==> config.mk <==
export PLATFORM = sky130hd
export DESIGN_NAME = udp_rx_frame_parser
export DESIGN_NICKNAME = d
export VERILOG_FILES = /design/src/rtl/udp_rx_frame_parser.sv
export SDC_FILE = /design/constraint.sdc
export NUM_CORES = 1
export LEC_CHECK = 0
export BUFFER_PORTS_ARGS = -buffer_cell sky130_fd_sc_hd__buf_2
export CORE_AREA = 2 2 101 103
export DETAILED_ROUTE_END_ITERATION = 8
export DIE_AREA = 0 0 103 105
export GPL_ROUTABILITY_DRIVEN = 0
export GPL_TIMING_DRIVEN = 0
export MAX_ROUTING_LAYER = met4
export PLACE_DENSITY = 0.65
export SETUP_SLACK_MARGIN = 0.15
export SYNTH_ARGS = -nofsm -noshare
export SYNTH_HDL_FRONTEND = slang
export SYNTH_SLANG_ARGS = --single-unit
export TNS_END_PERCENT = 5
==> constraint.sdc <==
create_clock -name clk -period 2.3 [get_ports clk]
set_input_delay 0.46 -clock clk [delete_from_list [all_inputs] [get_ports clk]]
set_output_delay 0.46 -clock clk [all_outputs]
set_load 0.05 [all_outputs]
==> src/rtl/udp_rx_frame_parser.sv <==
// udp_rx_frame_parser
//   Accepts UDP header + payload stream from the receive wrapper, filters by
//   source IP, strips the leading sequence byte, checks the declared length
//   and forwards data bytes as an AXI-stream frame through one output register.
//
//   Optional build macro: UDP_RX_SEQ_CHECK_EN enables sequence continuity
//   checking (err_seq). Without it err_seq is tied low.
//
// Ports
//   clk, rst                         clock, async active-high reset
//   s_hdr_valid/s_hdr_ready          header handshake (ready only in IDLE)
//   s_source_ip, s_length            header fields (length = data bytes)
//   s_axis_t{valid,ready,data,last,user}  payload input stream
//   m_axis_t{valid,ready,data,last,user}  data output stream
//   seq_out                          sequence byte of last accepted frame
//   frame_ok, err_ip, err_len, err_seq   one-cycle status pulses
//   frame_cnt                        count of frame_ok pulses (wraps)
module udp_rx_frame_parser #(
  parameter logic [31:0] EXPECTED_IP = 32'hC0A80180
) (
  input  logic        clk,
  input  logic        rst,
  input  logic        s_hdr_valid,
  output logic        s_hdr_ready,
  input  logic [31:0] s_source_ip,
  input  logic [9:0]  s_length,
  input  logic        s_axis_tvalid,
  output logic        s_axis_tready,
  input  logic [7:0]  s_axis_tdata,
  input  logic        s_axis_tlast,
  input  logic        s_axis_tuser,
  output logic        m_axis_tvalid,
  input  logic        m_axis_tready,
  output logic [7:0]  m_axis_tdata,
  output logic        m_axis_tlast,
  output logic        m_axis_tuser,
  output logic [7:0]  seq_out,
  output logic        frame_ok,
  output logic        err_ip,
  output logic        err_len,
  output logic        err_seq,
  output logic [15:0] frame_cnt
);

  typedef enum logic [1:0] {IDLE, SEQ, DATA, DROP} state_t;

  state_t      state_q;
  logic [9:0]  len_q;
  logic [9:0]  cnt_q;
  logic        tuser_q;     // sticky OR of s_axis_tuser across the frame
  logic        pend_len_q;  // err_len owed when the DROP tail ends
  logic        m_valid_q;
  logic [7:0]  m_data_q;
  logic        m_last_q;
  logic        m_user_q;
  logic [7:0]  seq_q;
  logic        ok_q;
  logic        ip_err_q;
  logic        len_err_q;
  logic [15:0] frame_cnt_q;

  logic        s_beat;
  logic        tuser_acc;
  logic [9:0]  cnt_inc;

  assign s_hdr_ready = (state_q == IDLE);

  always_comb begin
    s_axis_tready = 1'b0;
    unique case (state_q)
      IDLE:    s_axis_tready = 1'b0;
      SEQ:     s_axis_tready = 1'b1;
      DATA:    s_axis_tready = !m_valid_q || m_axis_tready;
      DROP:    s_axis_tready = 1'b1;
      default: s_axis_tready = 1'b0;
    endcase
  end

  assign s_beat    = s_axis_tvalid && s_axis_tready;
  assign tuser_acc = tuser_q | s_axis_tuser;
  assign cnt_inc   = cnt_q + 10'd1;

  always_ff @(posedge clk or posedge rst) begin
    if (rst) begin
      state_q     <= IDLE;
      len_q       <= '0;
      cnt_q       <= '0;
      tuser_q     <= 1'b0;
      pend_len_q  <= 1'b0;
      m_valid_q   <= 1'b0;
      m_data_q    <= '0;
      m_last_q    <= 1'b0;
      m_user_q    <= 1'b0;
      seq_q       <= '0;
      ok_q        <= 1'b0;
      ip_err_q    <= 1'b0;
      len_err_q   <= 1'b0;
      frame_cnt_q <= '0;
    end else begin
      ok_q      <= 1'b0;
      ip_err_q  <= 1'b0;
      len_err_q <= 1'b0;
      // Output beat retires on tready; a new load in DATA overrides this.
      if (m_axis_tready) m_valid_q <= 1'b0;

      unique case (state_q)
        IDLE: begin
          if (s_hdr_valid) begin
            len_q      <= s_length;
            cnt_q      <= '0;
            tuser_q    <= 1'b0;
            pend_len_q <= 1'b0;
            if ((EXPECTED_IP != '0) && (s_source_ip != EXPECTED_IP)) begin
              ip_err_q <= 1'b1;
              state_q  <= DROP;
            end else begin
              state_q  <= SEQ;
            end
          end
        end
        SEQ: begin
          if (s_beat) begin
            seq_q   <= s_axis_tdata;
            tuser_q <= tuser_acc;
            if (s_axis_tlast) begin
              state_q <= IDLE;
              if (len_q == '0) begin
                if (!tuser_acc) begin
                  ok_q        <= 1'b1;
                  frame_cnt_q <= frame_cnt_q + 16'd1;
                end
              end else begin
                len_err_q <= 1'b1;
              end
            end else if (len_q == '0) begin
              pend_len_q <= 1'b1;
              state_q    <= DROP;
            end else begin
              state_q <= DATA;
            end
          end
        end
        DATA: begin
          if (s_beat) begin
            m_valid_q <= 1'b1;
            m_data_q  <= s_axis_tdata;
            cnt_q     <= cnt_inc;
            tuser_q   <= tuser_acc;
            if (cnt_inc == len_q) begin
              m_last_q <= 1'b1;
              m_user_q <= tuser_acc;
              if (s_axis_tlast) begin
                state_q <= IDLE;
                if (!tuser_acc) begin
                  ok_q        <= 1'b1;
                  frame_cnt_q <= frame_cnt_q + 16'd1;
                end
              end else begin
                // Declared length reached early: close the output frame now,
                // swallow the surplus and report the error on its tlast.
                pend_len_q <= 1'b1;
                state_q    <= DROP;
              end
            end else if (s_axis_tlast) begin
              m_last_q  <= 1'b1;
              m_user_q  <= 1'b1;
              len_err_q <= 1'b1;
              state_q   <= IDLE;
            end else begin
              m_last_q <= 1'b0;
              m_user_q <= 1'b0;
            end
          end
        end
        DROP: begin
          if (s_beat && s_axis_tlast) begin
            len_err_q <= pend_len_q;
            state_q   <= IDLE;
          end
        end
        default: state_q <= IDLE;
      endcase
    end
  end

`ifdef UDP_RX_SEQ_CHECK_EN
  logic first_q;
  logic seq_err_q;

  // Expected value is seq_q + 1; seq_q is reloaded with every received
  // sequence byte, which also gives the resync on mismatch.
  always_ff @(posedge clk or posedge rst) begin
    if (rst) begin
      first_q   <= 1'b1;
      seq_err_q <= 1'b0;
    end else begin
      seq_err_q <= 1'b0;
      if ((state_q == SEQ) && s_beat) begin
        first_q   <= 1'b0;
        seq_err_q <= !first_q && (s_axis_tdata != (seq_q + 8'd1));
      end
    end
  end

  assign err_seq = seq_err_q;
`else
  assign err_seq = 1'b0;
`endif

  assign m_axis_tvalid = m_valid_q;
  assign m_axis_tdata  = m_data_q;
  assign m_axis_tlast  = m_last_q;
  assign m_axis_tuser  = m_user_q;
  assign seq_out       = seq_q;
  assign frame_ok      = ok_q;
  assign err_ip        = ip_err_q;
  assign err_len       = len_err_q;
  assign frame_cnt     = frame_cnt_q;

endmodule

[Word-level counts from Yosys, hierarchy flattened]
Index checks and enable logic that the tools add are counted.
W data, S select, Z words.
Word-level totals
  input bits: 57
  output and inout bits: 41
  register bits: 62
  logic and storage cells: 111
Cells by class
  bitwise logic cells: 1
  reductions and logical operators: 20
  mux-type cells: 57
  $add $sub $neg: 2
  equality and inequality tests: 17
Operator list (number)
  $mux W16: 7
  $ne A32 B32 Y1 const B: 1
  $pmux W16 S2: 1
  $mux W1: 31
  $mux W10: 2
  $ne A2 B2 Y1 const B: 10
  $pmux W10 S2: 1
  $mux W2: 9
  $add A16 B1 Y16 const B: 1
  $add A10 B1 Y10 const B: 1
  $eq A10 B10 Y1: 1
  $logic_not A10 Y1: 1
  $pmux W1 S3: 3
  $pmux W2 S4: 1
  $reduce_and A8 Y1: 1
  $reduce_and A7 Y1: 1
  $reduce_and A2 Y1: 3
  $reduce_and A3 Y1: 2
  $reduce_bool A2 Y1: 3
  $reduce_and A5 Y1: 1
  $eq A2 B2 Y1 const B: 2
  $pmux W1 S2: 2
  $reduce_or A2 Y1: 2
  $ne A3 B3 Y1 const B: 1
  8 further kinds: 9

[Logic depth before layout (Yosys ltp)]
Gate-level depths: netlist of the first run.
  word-level depth: 7
  mapped depth: 11

[Least setup slack after synthesis of the first run]
No wires, ideal clock.
  kind: flip-flop to flip-flop
  start point: reg cnt_q[0]
  end point: reg state_q[1]
  period minus slack after synthesis: 2519 ps
  cell stages (with the launch flop): 8
  data required time: 2172 ps
  arrival time: 2392 ps
  setup time: 128 ps
  slack: -219 ps
  cell sequence: dfrtp_1 > ha_1 > xor2_1 > a2111o_1 > a2111oi_4 > nand3_1 > a31oi_1 > mux2_1
Between the ends
  longest elaborated chain between the ends: 5
  elaborated cells on any way between the ends: 7
  classes of those cells: 1 x add/sub; 2 x eq/ne; 3 x mux; 1 x reduce/logical
RTL lines
  from (decl): RTL line 49  | logic [9:0] cnt_q;
  from (signal assigned): RTL line 147  | cnt_q <= cnt_inc;
  $add A10 B1 Y10 *: RTL line 81  | assign cnt_inc = cnt_q + 10'd1;
  $eq A10 B10 Y1 *: RTL line 149  | if (cnt_inc == len_q) begin
  $mux W2: RTL line 149
  $mux W2: RTL line 144  | if (s_beat) begin
  $pmux W2 S4: RTL line 106  | unique case (state_q)
  to (signal assigned): RTL line 115  | state_q <= DROP;
  to (signal assigned): RTL line 117  | state_q <= SEQ;
  to (signal assigned): RTL line 153  | state_q <= IDLE;
  to (decl): RTL line 47  | state_t state_q;
Every way passes the cells marked *; elsewhere a longest branch is shown, timed or not. The select of a mux whose other input is x is not followed.
A chain may end at the register's enable or synchronous reset.

[Final worst setup path of the first run]
  start point: reg cnt_q[0]
  end point: reg pend_len_q
Between the ends
  longest elaborated chain between the ends: 4
RTL lines
  $add A10 B1 Y10: RTL line 81
  $eq A10 B10 Y1: RTL line 149
  $ne A2 B2 Y1 (no source line)
  $reduce_and A8 Y1 (no source line)
  to (signal assigned): RTL line 89  | pend_len_q <= 1'b0;
  to (signal assigned): RTL line 112  | pend_len_q <= 1'b0;
  to (signal assigned): RTL line 161  | pend_len_q <= 1'b1;
  to (decl): RTL line 51  | logic pend_len_q;
No other way between the ends.

==> flow_summary.json, run 1 <==
{
  "synth-simple-area-share_pct": 16.9,
  "cp.required_ps": 2530,
  "drc": 0,
  "p_leak_nw": 2.15,
  "synth_top_area_share_pct": 46.9,
  "drt_iter0_markers": 136,
  "layout-drive-gt1-share_pct": 45.1,
  "status": "complete, but fails checks",
  "antenna_found_initial": 0,
  "p_int_mw": 3.27,
  "grt_max_degree": 34,
  "clock_latency_ps": 340,
  "synth-xor-area-share_pct": 7.68,
  "rr_worst_depth": 10,
  "synth-adder-area-share_pct": 2.27,
  "port_buffers": 96,
  "violations": "setup timing",
  "layout_common_cells": "buf_2 (97), dfrtp_1 (60), mux2_2 (29)",
  "via_count": 2890,
  "rrSetupSlack_ps": -240,
  "cp_max_fo": 4,
  "htree_levels": 3,
  "path_class": "flip-flop to flip-flop",
  "timing_hold_violations_final": 0,
  "skew_ps": 6.22,
  "max_slew.worst_pin.slew_ps": 680,
  "synth_ff_type": "dfrtp_1",
  "overflow": 0,
  "cts_tree": "done",
  "syn_nets": 370,
  "crit_family": "compound AO/OA/AOI/OAI gates",
  "max_cap_viol_count": 0,
  "die_x_um": 103,
  "synth_mux_area_share_pct": 11.0,
  "regArea_sq_um": 1550,
  "clock-sinks": 62,
  "grt.total_usage_pct": 16.7,
  "design.core.area_sq_um": 9640,
  "io_pins": 98,
  "r2r-end": "pend_len_q$_DFFE_PP0P_",
  "setup_ws_ps": -238,
  "start_util_pct": 34.3,
  "hpwl_mm": 6.09,
  "min_path_type": "primary input to asynchronous set/reset pin",
  "cts_hold_buf": 0,
  "clockBufferDepth": 2,
  "root_buffer": "clkbuf_8",
  "syn-cell-area_sq_um": 3310,
  "synth_compound_area_share_pct": 12.0,
  "rows": 36,
  "synth_edf_count": 0,
  "finalPower_mw": 5.95,
  "slew_viol_final": 0,
  "vias_per_cell": 5.17,
  "grt_pass1_vias": 2929,
  "cp-start-kind": "flip-flop",
  "routed_wl_mm": 8.71,
  "synth_area_leaders": "dfrtp_1 (47%), mux2_2 (9.9%), xor2_1 (4.5%)",
  "cp-endpoint": "pend_len_q$_DFFE_PP0P_",
  "syn_area_per_cell_sq_um": 10.8,
  "powerDensity_nw_per_um2": 1320,
  "final_nets": 484,
  "fp.dieArea_sq_um": 10800,
  "die_h_um": 105,
  "placed_area_sq_um": 4010,
  "r2r-start": "cnt_q[0]$_DFFE_PP0P_",
  "synth-warning-count": 0,
  "antenna_left": 0,
  "insertedDiodeCount": 0,
  "multiInputGateArea_sq_um": 1820,
  "crit_arrival_ps": 2760,
  "area_growth_pct": 36.2,
  "ys_types": 54,
  "p_sw_mw": 2.68,
  "period_minus_slack_ps": 2540,
  "crit_buf_inv": 2,
  "syn_inst": 307,
  "dr.pass1.iters": 5,
  "fill_cells": 945,
  "synth_top_family_by_area": "simple AND/OR/NAND/NOR gates",
  "cp_slowest_cell": "a2111o_1",
  "clkPwrFrac_pct": 19.2,
  "crit_cells": 10,
  "maxSlewHeadroom_pct": 54.6,
  "wl_per_cell_um": 15.6,
  "clk_pin_slew_ps": 70,
  "final_common_cell": "buf_2",
  "rsz0062_at_grt": "yes",
  "cpPeakStageDelay_ps": 420,
  "setup_violations": 18,
  "ir_drop_mv": 1.05,
  "worstPathCellList": "ha_2 > buf_6 > nand2b_1 > a21oi_1 > a2111o_1 > a2111oi_4 > buf_4 > nand4_1 > a221o_1 > mux2_4",
  "fin_area_sq_um": 4510,
  "timing.hold.ws_ps": 203,
  "yosys.area.top_type": "dfrtp_1",
  "fin_util_pct": 46.8,
  "end_kind": "flip-flop",
  "ys_async_sr_fraction_pct": 100,
  "p_seq_share_pct": 29.4,
  "p_sw_share_pct": 45.0,
  "grt_pass1_wl_mm": 13.8,
  "seq_area_frac_synth_pct": 46.9,
  "pwr-share-comb_pct": 51.4,
  "ys_ff_latch": 62,
  "startpoint": "cnt_q[0]$_DFFE_PP0P_",
  "cts_buffers": 9,
  "finalCritPeriodShare_pct": 110,
  "fmaxAchievable_mhz": 394
}
[layout make-up]
type	instances	area share [%]
multi-input combinational	223	40.4
sequential	62	34.5
timing repair buffer	103	12.8
tap	133	3.69
clock buffer	12	3.00
buffer	14	2.89
clock inverter	4	2.11
inverter	8	0.666
[power by group through the flow]
stage | clock network, mW | registers [mW] | logic, mW
finish | 1.14 | 1.75 | 3.06
global route | 1.21 | 1.80 | 3.25
CTS | 1.16 | 1.74 | 2.97
detailed placement | 0 | 1.76 | 2.69
global placement | 0 | 1.74 | 2.64
floorplan | 0 | 2.47 | 1.31
[how the worst min path moves through the flow]
stage          cells past startpoint                      start                          end
2_1_floorplan                      1       cnt_q[9]$_DFFE_PP0P_         cnt_q[9]$_DFFE_PP0P_
3_3_place_gp                       1  frame_cnt[15]$_DFFE_PP0P_    frame_cnt[15]$_DFFE_PP0P_
3_5_place_dp                       1  frame_cnt[15]$_DFFE_PP0P_    frame_cnt[15]$_DFFE_PP0P_
4_1_cts                            2                        rst       seq_out[0]$_DFFE_PP0P_
5_1_grt                            2                        rst       seq_out[0]$_DFFE_PP0P_
6_report                           2                        rst  m_axis_tdata[0]$_DFFE_PP0P_
[cell usage after synthesis, drive strengths merged (9+ instances only)]
library cell / count
nand3: 20
nand4: 9
nor2: 19
xnor2: 12
and3: 10
nand2: 13
mux2: 31
a21oi: 15
xor2: 17
o21ai: 17
dfrtp: 62
[what timing repair did]
action	CTS	global route
buffers inserted	5	0
pin swaps	11	5
endpoints found under the setup margin	41	36
resized for setup	34	17
cloned	1	0
[worst reg2reg max path: stages (launching register included)]
cell and delay, ps:
dfrtp_2 370, ha_2 170, buf_6 90, nand2b_1 90
a21oi_1 60, a2111o_1 420, a2111oi_4 320, buf_4 200
nand4_1 90, a221o_1 330, mux2_4 300
[metal layers]
metal | share of wire (%) | vias up | global-route usage [%] | wire, um
li1 | - | 1342 | - | -
met2 | 49 | 129 | 26.2 | 4250
met3 | 6.7 | 17 | 4.35 | 581
met4 | 2.1 | 0 | 6.58 | 181
met1 | 42 | 1402 | 20.5 | 3700
met5 | 0 | - | - | 0
[flip-flops by register name, summed over array words and instances (netlist names), 2 cells and up]
signal / cells
seq_out: 8
state_q: 2
m_axis_tdata: 8
frame_cnt: 16
cnt_q: 10
len_q: 10
[per-stage QoR]
| stage | setup WS (ps) | TNS, ps | instances |
|---|---|---|---|
| 2_1_floorplan | -116 | -1040 | 307 |
| 3_3_place_gp | -469 | -40460 | 536 |
| 3_5_place_dp | -479 | -12250 | 537 |
| 4_1_cts | -266 | -2660 | 559 |
| 5_1_grt | -340 | -4900 | 559 |
| 6_report | -238 | -2790 | 559 |
[cells by family after synthesis]
logic type | count (synthesis)
simple gates | 97
buf+inv | 22
compound gates | 58
fa+ha+maj | 6
other cells | 1
flops | 62
xor+xnor | 29
mux | 32
Note: power is estimated with default switching activity, not from simulation.
==> inputs of run 2 (changes only) <==
Settings changed: CELL_PAD_IN_SITES_DETAIL_PLACEMENT set to 1, CELL_PAD_IN_SITES_GLOBAL_PLACEMENT set to 1, CORE_AREA 2 2 101 103 to 2 2 99 101, DIE_AREA 0 0 103 105 to 0 0 101 103, PLACE_DENSITY 0.65 to 0.82.
==> flow_summary.json, run 2 (same netlist as run 1, synthesis figures left out) <==
{
  "via_count": 2906,
  "crit_buf_inv": 3,
  "powerDensity_nw_per_um2": 1350,
  "skew_ps": 7.75,
  "port_buffers": 96,
  "die_x_um": 101,
  "slew_viol_final": 0,
  "grt.total_usage_pct": 19.8,
  "path_class": "flip-flop to flip-flop",
  "cts_tree": "done",
  "finalPower_mw": 6.20,
  "rows": 36,
  "die_h_um": 103,
  "design.core.area_sq_um": 9460,
  "layout-drive-gt1-share_pct": 47.2,
  "clockBufferDepth": 2,
  "end_kind": "flip-flop",
  "grt_max_degree": 41,
  "post-place-ws_ps": -505,
  "root_buffer": "clkbuf_8",
  "clock_latency_ps": 350,
  "largest_reg_flops": 16,
  "min_path_type": "primary input to asynchronous set/reset pin",
  "use_met1_pct": 24.2,
  "fp.dieArea_sq_um": 10400,
  "setup_violations": 21,
  "grt_pass1_vias": 3036,
  "routed_wl_mm": 9.77,
  "top_usage_layer": "met2",
  "crit_family": "compound AO/OA/AOI/OAI gates",
  "cts_buffers": 9,
  "finalCritPeriodShare_pct": 113,
  "use_met3_pct": 4.00,
  "placed_area_sq_um": 3990,
  "cp_slowest_cell": "dfrtp_2",
  "cpPeakStageDelay_ps": 400,
  "cp-start-kind": "flip-flop",
  "grt_use_met2_pct": 32.9,
  "rsz0062_at_grt": "yes",
  "insertedDiodeCount": 0,
  "grt_pass1_wl_mm": 15.3,
  "antenna_found_initial": 0,
  "max_slew.worst_pin.slew_ps": 628,
  "crit_arrival_ps": 2840,
  "worstPathCellList": "ha_4 > buf_6 > buf_6 > and3_4 > nand3_4 > xnor2_4 > a2111oi_4 > buf_4 > nand4_1 > a221o_1 > mux2_4",
  "final_nets": 490,
  "cp.required_ps": 2530,
  "violations": "setup timing",
  "timing_hold_violations_final": 0,
  "clk_pin_slew_ps": 80,
  "htree_levels": 3,
  "final_common_cell": "buf_2",
  "maxSlewHeadroom_pct": 58.1,
  "drt_iter0_markers": 96,
  "p_leak_nw": 2.21,
  "layout_common_cells": "buf_2 (97), dfrtp_1 (60), mux2_2 (29)",
  "status": "complete, but fails checks",
  "max_cap_viol_count": 0,
  "start_util_pct": 35.0,
  "antenna_left": 0,
  "hpwl_mm": 6.71,
  "fmaxAchievable_mhz": 384,
  "area_growth_pct": 39.3,
  "ir_drop_mv": 0.841,
  "setup_ws_ps": -306,
  "cp_max_fo": 6,
  "clock-sinks": 62,
  "io_pins": 98,
  "period_minus_slack_ps": 2610,
  "fill_cells": 1072,
  "fin_area_sq_um": 4610,
  "overflow": 0,
  "vias_per_cell": 5.32,
  "cpMostUsedCell": "buf_6",
  "drc": 0,
  "dr.pass1.iters": 4,
  "wl_per_cell_um": 17.9
}
-- run 2: cell count changes in the layout (fill, tap and decap cells not counted), sizes merged --
cell / delta
buf: +6
bufinv: +1
clkbuf: -3
clkinv: +2
-- run 2: what timing repair did --
action                                  CTS  global route
hold buffers                              0             0
resized for setup                        49             8
buffers inserted                          6             4
pin swaps                                27             7
gates cloned                              2             0
endpoints found under the setup margin   41            34
-- run 2: layer usage --
metal	part of all wire, %	vias to the layer above
met2	51	82
met3	4.5	14
met4	2.2	0
met1	42	1456
li1	-	1354
met5	0	-
-- run 2: where the power goes --
group / internal [mW] / switching [mW]
Sequential: 1.45 / 0.305
Combinational: 1.11 / 2.03
Clock: 0.835 / 0.470
-- run 2: worst paths after layout --
check,start,endpoint,slack (ps),cells past startpoint
max in group asynchronous,rst,cnt_q[4]$_DFFE_PP0P_,1550,3
max,cnt_q[0]$_DFFE_PP0P_,pend_len_q$_DFFE_PP0P_,-310,11
min reg2reg,frame_cnt[15]$_DFFE_PP0P_,frame_cnt[15]$_DFFE_PP0P_,470,1
max reg2reg,cnt_q[0]$_DFFE_PP0P_,pend_len_q$_DFFE_PP0P_,-310,11
min in group clk,s_length[6],len_q[6]$_DFFE_PP0P_,340,2
min,rst,seq_out[7]$_DFFE_PP0P_,140,2
-- run 2: layout make-up --
| type | instances | area, sq um | area share (%) |
|---|---|---|---|
| clock inverter | 7 | 146 | 3.18 |
| multi-input combinational | 223 | 1850 | 40.1 |
| buffer | 14 | 131 | 2.85 |
| sequential | 62 | 1550 | 33.7 |
| clock buffer | 9 | 124 | 2.69 |
| timing repair buffer | 109 | 632 | 13.7 |
| tap | 114 | 143 | 3.10 |
| inverter | 8 | 30.0 | 0.652 |
-- run 2: through the flow --
stage / setup TNS, ps / instances / hold WS [ps] / utilization, %
after floorplan: -1040 / 307 / 471 / -
after global placement: -39240 / 517 / 451 / 41.9
after detailed placement: -13420 / 518 / 460 / 42.2
after CTS: -2290 / 542 / 140 / 47.9
after global routing: -5820 / 546 / 170 / 48.7
final: -3380 / 546 / 140 / 48.7
